==> config.mk <==
export PLATFORM = sky130hd
export DESIGN_NAME = mips_multicycle_ctl
export DESIGN_NICKNAME = d
export VERILOG_FILES = /design/src/rtl/mips_ctl_pkg.sv /design/src/rtl/mips_ctl_opdecode.sv /design/src/rtl/mips_multicycle_ctl.sv
export SDC_FILE = /design/constraint.sdc
export NUM_CORES = 1
export LEC_CHECK = 0
export ABC_AREA = 1
export ABC_CLOCK_PERIOD_IN_PS = 2700
export BUFFER_PORTS_ARGS = -buffer_cell sky130_fd_sc_hd__buf_2
export CAP_MARGIN = 20
export CORE_ASPECT_RATIO = 0.6
export CORE_MARGIN = 5
export CORE_UTILIZATION = 35
export DETAILED_ROUTE_END_ITERATION = 7
export PLACE_DENSITY = 0.6
export SYNTH_ARGS = -nofsm -noshare
export SYNTH_HDL_FRONTEND = slang
export SYNTH_HIERARCHICAL = 1
export SYNTH_SLANG_ARGS = --single-unit
==> constraint.sdc <==
create_clock -name clk -period 2.7 [get_ports clk]
set_clock_uncertainty 0.2 [all_clocks]
set_input_delay 0.405 -clock clk [delete_from_list [all_inputs] [get_ports clk]]
set_output_delay 0.405 -clock clk [all_outputs]
set_load 0.01 [all_outputs]
==> src/rtl/mips_ctl_pkg.sv <==
// Shared state encoding, opcode and datapath select constants for the multicycle MIPS control.
// MCCTL_BNE_EN adds the S_BNE_EX state used for bne support.
package mips_ctl_pkg;

  localparam int STATE_W = 4;

  typedef enum logic [STATE_W-1:0] {
    S_IDLE     = 4'd0,
    S_FETCH    = 4'd1,
    S_DECODE   = 4'd2,
    S_MEMADR   = 4'd3,
    S_MEMRD    = 4'd4,
    S_MEMWB    = 4'd5,
    S_MEMWR    = 4'd6,
    S_RTYPE_EX = 4'd7,
    S_RTYPE_WB = 4'd8,
    S_BEQ_EX   = 4'd9,
    S_ADDI_EX  = 4'd10,
    S_ADDI_WB  = 4'd11,
`ifdef MCCTL_BNE_EN
    S_BNE_EX   = 4'd13,
`endif
    S_JUMP     = 4'd12
  } state_t;

  localparam logic [5:0] OP_RTYPE = 6'h00;
  localparam logic [5:0] OP_J     = 6'h02;
  localparam logic [5:0] OP_BEQ   = 6'h04;
  localparam logic [5:0] OP_BNE   = 6'h05;
  localparam logic [5:0] OP_ADDI  = 6'h08;
  localparam logic [5:0] OP_LW    = 6'h23;
  localparam logic [5:0] OP_SW    = 6'h2B;

  localparam logic [1:0] ALUOP_ADD   = 2'b00;
  localparam logic [1:0] ALUOP_SUB   = 2'b01;
  localparam logic [1:0] ALUOP_FUNCT = 2'b10;
  localparam logic [1:0] ALUOP_ADDI  = 2'b11;

  localparam logic [1:0] ALUB_RT      = 2'b00;
  localparam logic [1:0] ALUB_FOUR    = 2'b01;
  localparam logic [1:0] ALUB_SEXT    = 2'b10;
  localparam logic [1:0] ALUB_SEXT_SH = 2'b11;

  localparam logic [1:0] PCSRC_ALU    = 2'b00;
  localparam logic [1:0] PCSRC_ALUOUT = 2'b01;
  localparam logic [1:0] PCSRC_JUMP   = 2'b10;

endpackage

==> src/rtl/mips_ctl_opdecode.sv <==
// Opcode dispatch for the decode state: selects the execute state and flags unknown opcodes.
// bne (0x05) is only recognised when MCCTL_BNE_EN is defined.
module mips_ctl_opdecode
  import mips_ctl_pkg::*;
(
  input  logic [5:0] opcode,
  output state_t     next_state,
  output logic       illegal
);

  always_comb begin
    next_state = S_FETCH;
    illegal    = 1'b0;
    case (opcode)
      OP_RTYPE:     next_state = S_RTYPE_EX;
      OP_LW, OP_SW: next_state = S_MEMADR;
      OP_BEQ:       next_state = S_BEQ_EX;
`ifdef MCCTL_BNE_EN
      OP_BNE:       next_state = S_BNE_EX;
`endif
      OP_ADDI:      next_state = S_ADDI_EX;
      OP_J:         next_state = S_JUMP;
      default:      illegal = 1'b1;
    endcase
  end

endmodule

==> src/rtl/mips_multicycle_ctl.sv <==
// Main control FSM for the multicycle MIPS datapath; outputs are decoded from the current state.
// Define MCCTL_BNE_EN to add bne support (S_BNE_EX, branch_ne output).
module mips_multicycle_ctl
  import mips_ctl_pkg::*;
#(
  parameter int unsigned RESET_IDLE_CYCLES = 1
) (
  input  logic       clk,
  input  logic       rst_n,
  input  logic [5:0] opcode,
  input  logic       mem_ready,
  input  logic       zero,
  output logic       pcwrite,
  output logic       pcwritecond,
  output logic       iord,
  output logic       memread,
  output logic       memwrite,
  output logic       irwrite,
  output logic       memtoreg,
  output logic       regdst,
  output logic       regwrite,
  output logic       alusrca,
  output logic [1:0] alusrcb,
  output logic [1:0] pcsrc,
  output logic [1:0] aluop,
  output logic       branch_ne,
  output logic       illegal_op
);

  localparam logic [3:0] IDLE_LAST = 4'(RESET_IDLE_CYCLES - 1);

  state_t     state_q, state_d;
  logic [3:0] idle_cnt_q, idle_cnt_d;
  state_t     dec_next;
  logic       dec_illegal;
  logic       unused_zero;

  // The branch condition itself is evaluated in the datapath (pcwritecond & zero).
  assign unused_zero = zero;

  mips_ctl_opdecode u_opdecode (
    .opcode     (opcode),
    .next_state (dec_next),
    .illegal    (dec_illegal)
  );

  always_ff @(posedge clk or negedge rst_n) begin
    if (!rst_n) begin
      state_q    <= S_IDLE;
      idle_cnt_q <= '0;
    end else begin
      state_q    <= state_d;
      idle_cnt_q <= idle_cnt_d;
    end
  end

  always_comb begin
    state_d     = state_q;
    idle_cnt_d  = '0;
    pcwrite     = 1'b0;
    pcwritecond = 1'b0;
    iord        = 1'b0;
    memread     = 1'b0;
    memwrite    = 1'b0;
    irwrite     = 1'b0;
    memtoreg    = 1'b0;
    regdst      = 1'b0;
    regwrite    = 1'b0;
    alusrca     = 1'b0;
    alusrcb     = ALUB_RT;
    pcsrc       = PCSRC_ALU;
    aluop       = ALUOP_ADD;
    branch_ne   = 1'b0;
    illegal_op  = 1'b0;
    case (state_q)
      S_IDLE: begin
        if (idle_cnt_q == IDLE_LAST) state_d = S_FETCH;
        else idle_cnt_d = idle_cnt_q + 4'd1;
      end
      S_FETCH: begin
        memread = 1'b1;
        alusrcb = ALUB_FOUR;
        // IR and PC load together only on the cycle memory delivers the word.
        irwrite = mem_ready;
        pcwrite = mem_ready;
        if (mem_ready) state_d = S_DECODE;
      end
      S_DECODE: begin
        alusrcb    = ALUB_SEXT_SH;
        illegal_op = dec_illegal;
        state_d    = dec_next;
      end
      S_MEMADR: begin
        alusrca = 1'b1;
        alusrcb = ALUB_SEXT;
        state_d = (opcode == OP_LW) ? S_MEMRD : S_MEMWR;
      end
      S_MEMRD: begin
        memread = 1'b1;
        iord    = 1'b1;
        if (mem_ready) state_d = S_MEMWB;
      end
      S_MEMWB: begin
        regwrite = 1'b1;
        memtoreg = 1'b1;
        state_d  = S_FETCH;
      end
      S_MEMWR: begin
        memwrite = 1'b1;
        iord     = 1'b1;
        if (mem_ready) state_d = S_FETCH;
      end
      S_RTYPE_EX: begin
        alusrca = 1'b1;
        aluop   = ALUOP_FUNCT;
        state_d = S_RTYPE_WB;
      end
      S_RTYPE_WB: begin
        regwrite = 1'b1;
        regdst   = 1'b1;
        state_d  = S_FETCH;
      end
      S_BEQ_EX: begin
        alusrca     = 1'b1;
        aluop       = ALUOP_SUB;
        pcsrc       = PCSRC_ALUOUT;
        pcwritecond = 1'b1;
        state_d     = S_FETCH;
      end
`ifdef MCCTL_BNE_EN
      S_BNE_EX: begin
        alusrca     = 1'b1;
        aluop       = ALUOP_SUB;
        pcsrc       = PCSRC_ALUOUT;
        pcwritecond = 1'b1;
        branch_ne   = 1'b1;
        state_d     = S_FETCH;
      end
`endif
      S_ADDI_EX: begin
        alusrca = 1'b1;
        alusrcb = ALUB_SEXT;
        aluop   = ALUOP_ADDI;
        state_d = S_ADDI_WB;
      end
      S_ADDI_WB: begin
        regwrite = 1'b1;
        state_d  = S_FETCH;
      end
      S_JUMP: begin
        pcsrc   = PCSRC_JUMP;
        pcwrite = 1'b1;
        state_d = S_FETCH;
      end
      default: state_d = S_IDLE;
    endcase
  end

endmodule

==> results.toml <==
[run_status]
result_of_the_run = "finished, final reports clean"

[floorplanning]
die_w_um = 70.5
die_height_um = 46.3
num_rows = 13
initial_core_util_pct = 36.1
io_pins = 28
design.core.area_mm2 = 0.00213
fp.dieArea_mm2 = 0.00327

[timing]
final_hold_violation_count = 0
final_min_period_over_clock_period_pct = 76.8
period_minus_slack_ps = 2070
rsz_0062_raised_after_global_routing = "no"
setup_viol_count_final = 0
final.setup.tns_ps = 0
max_clock_freq_ghz = 0.483
maxSlewViolCount = 0
final.setup.worst_slack_ps = 628

[global_routing]
grt_usage_pct = 13.0
initial_antenna_violation_count = 0
largest_net_degree_at_the_start_of_global_routing = 9
grt_pass1_vias = 757
grt_first_pass_wirelength_um = 3260
grt.overflow.total = 0

[logic_synthesis]
ys.warnings.count = 6
post_synth_most_frequent_cells = "31 x nand2_1, 25 x inv_1, 22 x nor2_1, 11 x nand3_1, 8 x dfrtp_1"
ys_async_sr_fraction_pct = 100
yosysTopAreaCellShare_pct = 26.0
yosys-top-cells-area = "dfrtp_1 26%, nand2_1 15%, inv_1 12%"
main_combinational_cell_family_by_area_after_synthesis = "simple AND/OR/NAND/NOR gates"
syn_nets = 140
netlist_area_before_placement_um2 = 769
synth_most_common_cell = "nand2_1"
synth_edf_count = 0
synth_xor_area_share_pct = 2.28
muxShareOfSynthArea_pct = 0
yosys.cell_types.count = 22
synth_simple_gate_area_share_pct = 48.0
synthesis.area_per_instance_um2 = 6.01
adder_cell_fraction_of_synth_area_pct = 3.25
netlist_instances = 128
synth-compound-area-share_pct = 5.37
synth_sequential_area_ratio_pct = 26.0
yosys_register_bits = 8
yosys_most_used_dff = "dfrtp_1"
synth.largest_area_cell = "dfrtp_1"

[worst_setup_path]
worstSetupEndpointType = "primary output"
start_kind = "register"
critical_path_required_ps = 2100
crit_chain = "inv_1 -> nor2_2 -> nand2_2 -> nor2_1 -> or2_1 -> buf_2"
timing.critical_path.arrival_ps = 1470
ff_to_ff_end = "state_q[1]"
r2r_start = "state_q[3]"
ff2ff_setup_slack_ps = 1180
critPathLaunch = "state_q[0]"
reg2regPathDepth = 6
timing.critical_path.slowest_cell_delay_ps = 440
slowest_stage_cell_crit_path = "dfrtp_1"
timing_worst_setup_path_type = "reg2out"
timing.critical_path.fanout_max = 5

[layout]
drive_gt1_share_pct = 27.1
final_net_count = 169
fillerInstances = 213
total_area_of_multi_input_combinational_cells_um2 = 457
syn_to_final_growth_pct = 25.9
ff_latch_area_um2 = 200
antennaDiodeCount = 0
final_area_um2 = 968

[min_path]
min_path_type = "in2reg"
worst_hold_startpoint = "mem_ready"
cell_count_of_the_worst_hold_path = 4
worst_hold_path.endpoint = "state_q[2]"

[placement]
place_hpwl_um = 1680
buffer_ports.inserted = 25
place_worst_setup_slack_ps = 858
detailed_place.area_um2 = 917
gp_congestion = 0.828

[drt]
vias = 827
drcViolationCount = 0
drt-initial-drc-count = 37
post_drt_via_cell_ratio = 4.47
antenna_violating_nets_left = 0
wl_per_cell_um = 10.5
drt_pass1_iterations = 4
wl_um = 1950

[clock_network]
cts_num_sinks = 8
postCtsSetupRepairBufs = 0
clk_pin_slew_ps = 40
cts_tree = "done"
cts_max_path_bufs = 2
cts_buffers = 3
cts_max_level = 1
cts.root.buffer_cell = "clkbuf_8"
insertion_delay_ps = 230

[job]
cap_viol_max_count = 0

[pwr]
pd_cells_mw_per_mm2 = 786
peakVddDrop_uv = 254
static_leakage_power_uw = 0.000617
-- power by group --
group          switching [uW]  internal (uW)
clock network            49.4           96.8
registers                42.6            144
logic                     276            152
total                     368            393
-- registers in the layout, indices dropped and copies added (netlist names) --
name and flops:
idle_cnt_q 4, state_q 4
-- placed cells by master (no fill, tap or decap), drive strengths merged, types with 2 or more instances in the layout --
master and count:
nand2 34, nor2 29, inv 26, buf 25
nand3 13, dfrtp 8, a21oi 3, clkbuf 3
nor3 2, o21ai 2, ha 2
-- routing by layer --
layer  wire (um)  vias up  share of wire, %  GRT usage [%]
li1            -      441                 -              -
met1        1030      359                53           17.8
met2         763       25                39           19.9
met3         142        2               7.3           3.70
met4          17        0              0.87           4.49
met5           0        -                 0              0
-- area by class of cell --
class                           instances  area share (%)
Tap cell                               30            3.88
Sequential cell                         8            20.7
Inverter                               26            10.1
Clock buffer                            3            4.26
Multi-Input combinational cell         92            47.2
Timing Repair Buffer                   26            14.0
-- cells by family (layout without fill, tap and decap cells) --
kind of cell,after synthesis,after routing
simple gates,80,80
buf+inv,28,55
flops,8,8
compound gates,7,7
fa+ha+maj,2,2
xor+xnor,2,2
other cells,1,1
-- how the worst max path moves through the flow --
stage | end | slack, ps | cells past startpoint
after global placement | pcwrite | 870 | 6
after floorplan | regwrite | 910 | 4
final | pcwrite | 630 | 6
after global routing | pcwrite | 490 | 6
after detailed placement | illegal_op | 860 | 8
after CTS | pcwrite | 610 | 6
-- per-stage QoR --
stage / utilization, % / total power [uW] / std cells / hold WS (ps)
4_1_cts: 45.4 / 770 / 185 / 221
2_1_floorplan: - / 473 / 128 / -90.6
5_1_grt: 45.4 / 832 / 185 / 241
3_3_place_gp: 43.0 / 610 / 181 / 50.2
3_5_place_dp: 43.0 / 617 / 181 / 62.5
6_report: 45.4 / 761 / 185 / 223
-- critical path: cells and delay by family (launching register included) --
family / cells / cell delay, ps
simple gates: 4 / 570
flops: 1 / 440
buf+inv: 2 / 230
-- repair_timing --
item | in CTS | in global routing
gates resized for setup | 0 | 0
endpoints found under the setup margin | 0 | 0
hold endpoints to repair | 8 | 0
hold buffers | 1 | 0
Power figures use the tool's default switching activity.
